**src/rtl/read_channel_native_pkg.sv**
```systemverilog
// Shared types and width helpers for the native-port line-refill reader.
// Both the interface and the reader derive their widths from these functions.
package read_channel_native_pkg;

    typedef enum logic [1:0] {
        IDLE = 2'd0,
        READ = 2'd1,
        DONE = 2'd2
    } state_t;

    function automatic int beByteW(input int beDataW);
        return $clog2(beDataW / 8);
    endfunction

    // Back-end words per line is the front-end line size divided by the width ratio.
    function automatic int line2MemW(input int wordOffW, input int feDataW, input int beDataW);
        return wordOffW - $clog2(beDataW / feDataW);
    endfunction

    function automatic int readAddrW(input int l2m);
        return (l2m > 0) ? l2m : 1;
    endfunction

endpackage

```
**src/rtl/read_channel_native_if.sv**
```systemverilog
// Refill request / cache data write / back-end read port bundle.
// The master modport is the reader; the slave modport is its environment.
interface read_channel_native_if
    import read_channel_native_pkg::*;
#(
    parameter int FE_ADDR_W  = 32,
    parameter int FE_DATA_W  = 32,
    parameter int BE_ADDR_W  = FE_ADDR_W,
    parameter int BE_DATA_W  = FE_DATA_W,
    parameter int WORD_OFF_W = 3
) ();

    localparam int BE_BYTE_W  = beByteW(BE_DATA_W);
    localparam int LINE2MEM_W = line2MemW(WORD_OFF_W, FE_DATA_W, BE_DATA_W);
    localparam int RADDR_W    = readAddrW(LINE2MEM_W);
    localparam int LINE_W     = FE_ADDR_W - BE_BYTE_W - LINE2MEM_W;

    logic                 replace_valid;
    logic [LINE_W-1:0]    replace_addr;
    logic                 replace;
    logic                 read_valid;
    logic [RADDR_W-1:0]   read_addr;
    logic [BE_DATA_W-1:0] read_data;
    logic [BE_ADDR_W-1:0] mem_addr;
    logic                 mem_valid;
    logic                 mem_ready;
    logic [BE_DATA_W-1:0] mem_rdata;

    modport master (
        input  replace_valid, replace_addr, mem_ready, mem_rdata,
        output replace, read_valid, read_addr, read_data, mem_addr, mem_valid
    );

    modport slave (
        output replace_valid, replace_addr, mem_ready, mem_rdata,
        input  replace, read_valid, read_addr, read_data, mem_addr, mem_valid
    );

endinterface

```
**src/rtl/read_channel_native.sv**
```systemverilog
// Line-refill reader: fetches one cache line from the back-end native port as a
// burst of back-end words and forwards each word, with its index, to the cache.
module read_channel_native
    import read_channel_native_pkg::*;
#(
    parameter int FE_ADDR_W  = 32,
    parameter int FE_DATA_W  = 32,
    parameter int BE_ADDR_W  = FE_ADDR_W,
    parameter int BE_DATA_W  = FE_DATA_W,
    parameter int WORD_OFF_W = 3
) (
    input logic                   clk,
    input logic                   reset,
    read_channel_native_if.master bus
);

    localparam int BE_BYTE_W  = beByteW(BE_DATA_W);
    localparam int LINE2MEM_W = line2MemW(WORD_OFF_W, FE_DATA_W, BE_DATA_W);
    localparam int RADDR_W    = readAddrW(LINE2MEM_W);
    localparam int LINE_W     = FE_ADDR_W - BE_BYTE_W - LINE2MEM_W;

    state_t               r_state;
    state_t               w_nextState;
    logic [LINE_W-1:0]    r_lineAddr;
    logic                 w_accept;
    logic                 w_transfer;
    logic                 w_lastWord;
    logic                 w_replace;
    logic                 w_memValid;
    logic [FE_ADDR_W-1:0] w_fullAddr;
    logic [RADDR_W-1:0]   w_readAddr;

    always_ff @(posedge clk or posedge reset) begin
        if (reset) begin
            r_state <= IDLE;
        end else begin
            r_state <= w_nextState;
        end
    end

    // READ holds until the last word of the line is accepted by the back end.
    always_comb begin
        w_nextState = r_state;
        w_replace   = 1'b0;
        w_memValid  = 1'b0;
        w_accept    = 1'b0;
        case (r_state)
            IDLE: begin
                if (bus.replace_valid) begin
                    w_accept    = 1'b1;
                    w_nextState = READ;
                end
            end
            READ: begin
                w_replace  = 1'b1;
                w_memValid = 1'b1;
                if (bus.mem_ready && w_lastWord) begin
                    w_nextState = DONE;
                end
            end
            DONE: begin
                w_replace   = 1'b1;
                w_nextState = IDLE;
            end
            default: begin
                w_nextState = IDLE;
            end
        endcase
    end

    assign w_transfer = w_memValid & bus.mem_ready;

    always_ff @(posedge clk or posedge reset) begin
        if (reset) begin
            r_lineAddr <= '0;
        end else if (w_accept) begin
            r_lineAddr <= bus.replace_addr;
        end
    end

    // A single-word line needs no burst counter; the only word is also the last.
    generate
        if (LINE2MEM_W > 0) begin : g_burst
            logic [LINE2MEM_W-1:0] r_wordCnt;

            always_ff @(posedge clk or posedge reset) begin
                if (reset) begin
                    r_wordCnt <= '0;
                end else if (w_accept) begin
                    r_wordCnt <= '0;
                end else if (w_transfer && !w_lastWord) begin
                    r_wordCnt <= r_wordCnt + 1'b1;
                end
            end

            assign w_lastWord = &r_wordCnt;
            assign w_readAddr = r_wordCnt;
            assign w_fullAddr = {r_lineAddr, r_wordCnt, {BE_BYTE_W{1'b0}}};
        end else begin : g_single
            assign w_lastWord = 1'b1;
            assign w_readAddr = '0;
            assign w_fullAddr = {r_lineAddr, {BE_BYTE_W{1'b0}}};
        end
    endgenerate

    assign bus.replace    = w_replace;
    assign bus.mem_valid  = w_memValid;
    assign bus.mem_addr   = BE_ADDR_W'(w_fullAddr);
    assign bus.read_valid = w_transfer;
    assign bus.read_addr  = w_readAddr;
    assign bus.read_data  = bus.mem_rdata;

endmodule
```
**src/flat_wrapper.sv**
```systemverilog
// flat-port wrapper written by rule: the top's interface ports become plain ports
module read_channel_native_flat import read_channel_native_pkg::*;
#(
    parameter int FE_ADDR_W  = 32,
    parameter int FE_DATA_W  = 32,
    parameter int BE_ADDR_W  = FE_ADDR_W,
    parameter int BE_DATA_W  = FE_DATA_W,
    parameter int WORD_OFF_W = 3
)
  (clk, reset, bus_replace_valid, bus_replace_addr, bus_mem_ready, bus_mem_rdata, bus_replace, bus_read_valid, bus_read_addr, bus_read_data, bus_mem_addr, bus_mem_valid);
  read_channel_native_if #(.FE_ADDR_W(FE_ADDR_W), .FE_DATA_W(FE_DATA_W), .BE_ADDR_W(BE_ADDR_W), .BE_DATA_W(BE_DATA_W), .WORD_OFF_W(WORD_OFF_W)) bus_i ();
  input logic clk;
  input logic reset;
  input wire logic [$bits(bus_i.replace_valid)-1:0] bus_replace_valid;
  input wire logic [$bits(bus_i.replace_addr)-1:0] bus_replace_addr;
  input wire logic [$bits(bus_i.mem_ready)-1:0] bus_mem_ready;
  input wire logic [$bits(bus_i.mem_rdata)-1:0] bus_mem_rdata;
  output wire logic [$bits(bus_i.replace)-1:0] bus_replace;
  output wire logic [$bits(bus_i.read_valid)-1:0] bus_read_valid;
  output wire logic [$bits(bus_i.read_addr)-1:0] bus_read_addr;
  output wire logic [$bits(bus_i.read_data)-1:0] bus_read_data;
  output wire logic [$bits(bus_i.mem_addr)-1:0] bus_mem_addr;
  output wire logic [$bits(bus_i.mem_valid)-1:0] bus_mem_valid;
  assign bus_i.replace_valid = bus_replace_valid;
  assign bus_i.replace_addr = bus_replace_addr;
  assign bus_i.mem_ready = bus_mem_ready;
  assign bus_i.mem_rdata = bus_mem_rdata;
  assign bus_replace = bus_i.replace;
  assign bus_read_valid = bus_i.read_valid;
  assign bus_read_addr = bus_i.read_addr;
  assign bus_read_data = bus_i.read_data;
  assign bus_mem_addr = bus_i.mem_addr;
  assign bus_mem_valid = bus_i.mem_valid;
  read_channel_native #(.FE_ADDR_W(FE_ADDR_W), .FE_DATA_W(FE_DATA_W), .BE_ADDR_W(BE_ADDR_W), .BE_DATA_W(BE_DATA_W), .WORD_OFF_W(WORD_OFF_W)) u_core (.clk(clk), .reset(reset), .bus(bus_i));
endmodule
```
**config.mk**
```make
export PLATFORM = sky130hd
export DESIGN_NAME = read_channel_native_flat
export DESIGN_NICKNAME = d
export VERILOG_FILES = /design/src/rtl/read_channel_native_pkg.sv /design/src/rtl/read_channel_native_if.sv /design/src/rtl/read_channel_native.sv /design/src/flat_wrapper.sv
export SDC_FILE = /design/constraint.sdc
export NUM_CORES = 1
export LEC_CHECK = 0
export CORE_MARGIN = 2
export CORE_UTILIZATION = 36
export DETAILED_ROUTE_END_ITERATION = 12
export GPL_TIMING_DRIVEN = 0
export PLACE_DENSITY = 0.86
export SETUP_SLACK_MARGIN = 0.2
export SKIP_CTS_REPAIR_TIMING = 1
export SLEW_MARGIN = 20
export SYNTH_ARGS = -nofsm -noshare
export SYNTH_HDL_FRONTEND = slang
export SYNTH_SLANG_ARGS = --single-unit
```
**constraint.sdc**
```tcl
create_clock -name clk -period 3.7 [get_ports clk]
set_input_delay 0.74 -clock clk [delete_from_list [all_inputs] [get_ports clk]]
set_output_delay 0.74 -clock clk [all_outputs]
set_load 0.01 [all_outputs]
```
Word-level counts from Yosys, hierarchy flattened
Index checks and enable logic that the tools add are counted.

word-level totals
  output and inout bits = 70
  word-level logic and storage cells = 26
  bits of input ports = 63
  register bits = 32

operators by class
  reductions and logical operators = 8
  bitwise gates (word level) = 1
  equality and inequality tests = 4
  add/sub/neg operators = 1
  muxes and demuxes = 9

operator list
  kind                                                                     count
  3-bit 2-to-1 mux                                                         2
  1-bit 2-to-1 mux                                                         4
  2-bit 2-to-1 mux                                                         2
  2-bit one-hot mux with 2 select lines                                    1
  3-bit by 1-bit adder with 3-bit output, second input constant            1
  3-bit AND reduction                                                      1
  2-bit by 1-bit == test with 1-bit output, second input constant          1
  2-bit == test, second input constant                                     1
  1-bit logical AND                                                        2
  2-bit zero test                                                          1
  2-bit by 1-bit inequality test with 1-bit output, second input constant  1
  2-bit inequality test, second input constant                             1
  2-bit AND reduction                                                      1
  2-bit nonzero test                                                       1
  2-bit OR reduction                                                       1
  1-bit AND                                                                1
  1-bit zero test                                                          1

Depth between registers and ports, before layout
Gate-level depths: netlist of the first run.

  depth after elaboration = 6
  mapped depth = 6

Least setup slack after synthesis of the first run
OpenSTA, ideal clock, no wires.

  path type = input-to-output
  start = in bus_mem_ready
  end = out bus_read_valid
  path slack = 2.074 ns
  data arrival time = 0.886 ns
  data required time = 2.960 ns
  stages on the path = 1
  path through = and2_1

between the ends
  word-level cells in the longest chain between the ends = 1

ends and longest elaborated chain
  item                RTL line                   source
  start: declaration  flat_wrapper.sv:16         input wire logic [$bits(bus_i.mem_ready)-1:0] bus_mem_ready;
  1-bit AND           read_channel_native.sv:71  assign w_transfer = w_memValid & bus.mem_ready;
  end: declaration    flat_wrapper.sv:19         output wire logic [$bits(bus_i.read_valid)-1:0] bus_read_valid;

No other way between the ends.

Worst setup path after layout of the first run
Same ends and word-level chain as after synthesis.

==> impl_metrics.tcl, run 1 <==
set metrics [dict create \
    ys_seq_elements 32 \
    clock-sinks 32 \
    power_density_mw_per_mm2 721 \
    seq_power_share 0.304 \
    clockBufferDepth 2 \
    p_total_mw 2.08 \
    synth_area_mm2 0.00170 \
    synth_most_common_cell "buf_4" \
    grt_start_max_net_pins 33 \
    critPathLaunchType "input pin" \
    final.min_clock_period_ns 2.64 \
    yosys.area.top_type "dfrtp_1" \
    drv_cap 0 \
    dpl.cell_count 278 \
    status "finished, final reports clean" \
    ys_warn_count 0 \
    grt_pass1_vias 1246 \
    cts_root_buffer "clkbuf_8" \
    drc 0 \
    ys_types 17 \
    viasPerCell 4.35 \
    rows 25 \
    synth_common_cells "buf_4 (37), dfrtp_1 (32), mux2_4 (26), ha_1 (6)" \
    die_y_um 72.8 \
    crit_fanout 3 \
    netSwitchingFraction 0.285 \
    p_sw_uw 592 \
    hold_violations 0 \
    wl_mm 3.64 \
    avgSynthCellArea_um2 13.6 \
    max-vdd-ir-drop_v 0.000295 \
    io_buffers 98 \
    fmax_mhz 378 \
    n_fill_cell 384 \
    ioPinCount 133 \
    critPathLaunch "bus_mem_ready" \
    fin_nets 300 \
    synth-edff-count 0 \
    finalSetupViolCount 0 \
    dieWidth_um 72.8 \
    synth_ff_type "dfrtp_1" \
    yosys-top-cells-area "dfrtp_1 (47%), mux2_4 (23%), buf_4 (16%)" \
    arrival_ns 1.90 \
    ctsHtreeMaxLevel 2 \
    min_from "u_core.r_state[1]" \
    rsz0062_at_grt "false" \
    clock_skew_ns 0.00429 \
    path_clk_slew_ns 0.06 \
    track_usage 0.139 \
    regToRegStartpoint "u_core.bus.read_addr[0]" \
    p_comb_frac 0.522 \
    worstMarginPinSlew_ns 0.660 \
    finalMaxSlewViolations 0 \
    grt_pass1_wl_mm 5.66 \
    grt_overflow 0 \
    drt-initial-drc-count 52 \
    p_int_mw 1.49 \
    place_congestion 0.669 \
    yosysTopAreaCellShare 0.470 \
    antenna_found_initial 0 \
    relSlewSlack 0.559 \
    cts_buffers 5 \
    yosysSeqAreaShare 0.470 \
    clock_latency_ns 0.28 \
    min_path_type "reg -> reg" \
    dr.pass1.iters 3 \
    via_count 1243 \
    syn2layout_area_growth_pct 69.2 \
    end_kind "primary output" \
    die-area_mm2 0.00530 \
    critPathKind "in -> out" \
    critPathRequiredTime_ns 2.96 \
    antenna_left 0 \
    cts_tree "built" \
    async_reset_ff_frac 1.00 \
    period_share 0.714 \
    p_leak_nw 1.37 \
    coreArea_mm2 0.00463 \
    syn_inst 125 \
    antenna_cells 0 \
    layout-drive-gt1-share 0.341 \
    reg2reg_slack_ns 2.20 \
    timing.setup.tns_ns 0 \
    fin_cells 286 \
    detail_route.wl_per_cell_um 12.7 \
    start_util 0.368 \
    clkPwrFrac 0.174 \
]
layer usage:
layer	GRT usage	wire, µm	vias up
li1	-	-	586
met1	0.158	1350	577
met2	0.238	1900	74
met3	0.0470	335	6
met4	0.0556	61	0
met5	0	0	-
cells in the final DEF (no fill, tap or decap), drive strengths merged:
cell type	n
conb	2
nand3	2
nor2b	1
buf	40
clkbuf	7
bufinv	1
nand2	4
dfrtp	32
and2	1
ha	6
inv	3
nand3b	1
mux2	29
o21ai	2
xor2	1
clkdlybuf4s50	98
a21oi	2
area by class of cell:
| cell class | count | area (µm²) | area share |
|---|---|---|---|
| repair buffers | 98 | 981 | 0.340 |
| inverters | 3 | 11.3 | 0.00391 |
| well taps | 54 | 67.6 | 0.0234 |
| clock inverters | 1 | 30.0 | 0.0104 |
| multi-input cells | 51 | 583 | 0.202 |
| plain buffers | 40 | 312 | 0.108 |
| clock buffers | 7 | 96.3 | 0.0334 |
| flip-flops and latches | 32 | 801 | 0.278 |
kinds of logic after synthesis:
family,Yosys count,share of synthesized area
buffers and inverters,43,0.190
DFF,32,0.470
muxes,29,0.249
and+or+nand+nor,9,0.0279
adders and majority gates,6,0.0441
AOI/OAI and AO/OA,4,0.0118
other,1,0.00220
xor gates and xnor gates,1,0.00514
worst paths after layout:
kind | to | cells past startpoint
max | bus_read_valid | 3
min | u_core.r_state[1] | 1
max reg2reg | u_core.r_state[0] | 5
min reg2reg | u_core.r_state[1] | 1
max in group asynchronous | u_core.r_state[1] | 2
min in group asynchronous | u_core.r_lineAddr[22] | 2
flip-flops by register name, indices dropped and copies added (netlist names):
signal                cells
u_core.r_state            2
u_core.r_lineAddr        27
u_core.bus.read_addr      3
metrics by stage:
step	hold WS, ns	utilization	setup WS (ns)	area [µm²]
after floorplan	0.481	-	2.07	1710
after global placement	0.488	0.595	1.07	2760
after detailed placement	0.492	0.595	1.05	2760
after CTS	0.510	0.622	1.05	2880
after global routing	0.526	0.622	0.998	2880
final	0.506	0.622	1.06	2880
critical path: stages:
cell and delay (ns):
clkdlybuf4s50_1 0.49, and2_1 0.13, clkdlybuf4s50_1 0.54
power groups by stage:
stage | clock (mW) | sequential (mW) | combinational, mW
2_1_floorplan | 0 | 0.703 | 0.502
3_3_place_gp | 0 | 0.628 | 1.08
3_5_place_dp | 0 | 0.635 | 1.10
4_1_cts | 0.373 | 0.634 | 1.10
5_1_grt | 0.390 | 0.658 | 1.16
6_report | 0.362 | 0.632 | 1.09
(Power assumes the default switching activity.)
==> inputs of run 2 (changes only) <==
--- a/config.mk
+++ b/config.mk
@@ -6,10 +6,10 @@
 export NUM_CORES = 1
 export LEC_CHECK = 0
 export CORE_MARGIN = 2
-export CORE_UTILIZATION = 36
+export CORE_UTILIZATION = 33
 export DETAILED_ROUTE_END_ITERATION = 12
 export GPL_TIMING_DRIVEN = 0
-export PLACE_DENSITY = 0.86
+export PLACE_DENSITY = 0.8
 export SETUP_SLACK_MARGIN = 0.2
 export SKIP_CTS_REPAIR_TIMING = 1
 export SLEW_MARGIN = 20
==> constraint.sdc (replaced) <==
create_clock -name clk -period 2.6 [get_ports clk]
set_input_delay 0.52 -clock clk [delete_from_list [all_inputs] [get_ports clk]]
set_output_delay 0.52 -clock clk [all_outputs]
set_load 0.01 [all_outputs]
==> run 2 against run 1 <==
Against the previous run: worst setup slack lost 0.67 ns; clock skew shrank 0.0014 ns; sequential power grew 42%; clock power grew 13%; final area shrank 0.35%.
==> impl_metrics.tcl, run 2 (synthesized netlist as in run 1, its figures left out) <==
set metrics [dict create \
    status "finished, final reports clean" \
    critPathLaunchType "input pin" \
    crit_path_end "bus_read_valid" \
    clock_skew_ns 0.00288 \
    critPathRequiredTime_ns 2.08 \
    antenna_cells 0 \
    power_density_mw_per_mm2 992 \
    finalMaxSlewViolations 0 \
    max-vdd-ir-drop_v 0.000604 \
    relSlewSlack 0.542 \
    wl_mm 3.80 \
    period_share 0.851 \
    viasPerCell 4.15 \
    grt_overflow 0 \
    grt_use_met2 0.203 \
    via_count 1249 \
    mostFrequentLayoutCell "clkdlybuf4s50_1" \
    fmax_mhz 452 \
    worst-r2r-cell-count 5 \
    reg2reg_slack_ns 1.09 \
    end_kind "primary output" \
    rows 26 \
    die-area_mm2 0.00575 \
    critPathLaunch "bus_mem_ready" \
    antenna_found_initial 0 \
    clock-sinks 32 \
    drv_cap 0 \
    largest_register "u_core.r_lineAddr" \
    dp.final_hpwl_mm 2.90 \
    clockBufferDepth 2 \
    dpl.cell_count 294 \
    ioPinCount 133 \
    critPathKind "in -> out" \
    cts_tree "built" \
    drt-initial-drc-count 35 \
    grt_pass1_vias 1159 \
    worstMarginPinSlew_ns 0.686 \
    path_clk_slew_ns 0.06 \
    final_cell_mix "clkdlybuf4s50_1 (98), buf_4 (37), dfrtp_1 (32)" \
    regToRegStartpoint "u_core.r_state[0]" \
    p_leak_nw 1.35 \
    min_path_type "reg -> reg" \
    met3_usage 0.0344 \
    coreArea_mm2 0.00504 \
    timing.setup.tns_ns 0 \
    ctsHtreeMaxLevel 2 \
    busiest_layer "met2" \
    rsz0062_at_grt "false" \
    grt_pass1_wl_mm 5.58 \
    place_congestion 0.690 \
    syn2layout_area_growth_pct 68.6 \
    track_usage 0.131 \
    largest_reg_flops 27 \
    final.min_clock_period_ns 2.21 \
    drc 0 \
    io_buffers 98 \
    detail_route.wl_per_cell_um 12.6 \
    hold_violations 0 \
    crit_fanout 3 \
    arrival_ns 1.69 \
    dieWidth_um 75.8 \
    grt.met1_usage 0.171 \
    finalSetupViolCount 0 \
    antenna_left 0 \
    dr.pass1.iters 2 \
    fin_nets 300 \
    cts_root_buffer "clkbuf_8" \
    clock_latency_ns 0.28 \
    r2r_end "u_core.r_state[1]" \
    layout-drive-gt1-share 0.338 \
    fin_cells 301 \
    die_y_um 75.8 \
    cts_buffers 5 \
    start_util 0.338 \
    grt_start_max_net_pins 33 \
]
## run 2: cell count changes in the layout (fill, tap and decap cells not counted), sizes merged
cell | previous run | this run
bufinv | 1 | 0
## run 2: worst min-delay path by stage
stage / from / to / slack (ns) / depth (start not counted)
after floorplan: u_core.r_state[1] / u_core.r_state[1] / 0.48 / 1
after global placement: u_core.r_lineAddr[0] / u_core.r_lineAddr[0] / 0.49 / 1
after detailed placement: u_core.r_lineAddr[1] / u_core.r_lineAddr[1] / 0.49 / 1
after CTS: u_core.r_lineAddr[1] / u_core.r_lineAddr[1] / 0.51 / 1
after global routing: u_core.r_state[1] / u_core.r_state[1] / 0.53 / 1
final: u_core.r_lineAddr[1] / u_core.r_lineAddr[1] / 0.50 / 1
## run 2: stage by stage
stage | util | setup slack, ns | hold WS (ns) | power, mW | cell area (µm²)
detailed placement | 0.550 | 0.372 | 0.492 | 2.46 | 2780
global placement | 0.550 | 0.375 | 0.491 | 2.43 | 2780
floorplan | - | 1.18 | 0.481 | 1.72 | 1710
finish | 0.569 | 0.389 | 0.505 | 2.85 | 2870
CTS | 0.569 | 0.373 | 0.509 | 2.90 | 2870
global route | 0.569 | 0.302 | 0.529 | 3.05 | 2870
## run 2: layout make-up
| cell class | count | area, µm² |
|---|---|---|
| fillers | 440 | 2170 |
| repair buffers | 98 | 981 |
| flip-flops and latches | 32 | 801 |
| multi-input cells | 51 | 583 |
| plain buffers | 40 | 312 |
| clock buffers | 7 | 96.3 |
| well taps | 70 | 87.6 |
| inverters | 3 | 11.3 |
## run 2: layer usage
metal	routed length (µm)	up-vias
li1	-	586
met1	1470	588
met2	1920	68
met3	361	7
met4	46	0
met5	0	-
## run 2: power breakdown
part	internal [mW]	switching, mW
clock network	0.236	0.173
registers	0.748	0.147
logic	1.03	0.516
## run 2: worst max-delay path, stage by stage
cell and delay [ns]:
clkdlybuf4s50_1 0.50, and2_1 0.13, clkdlybuf4s50_1 0.54
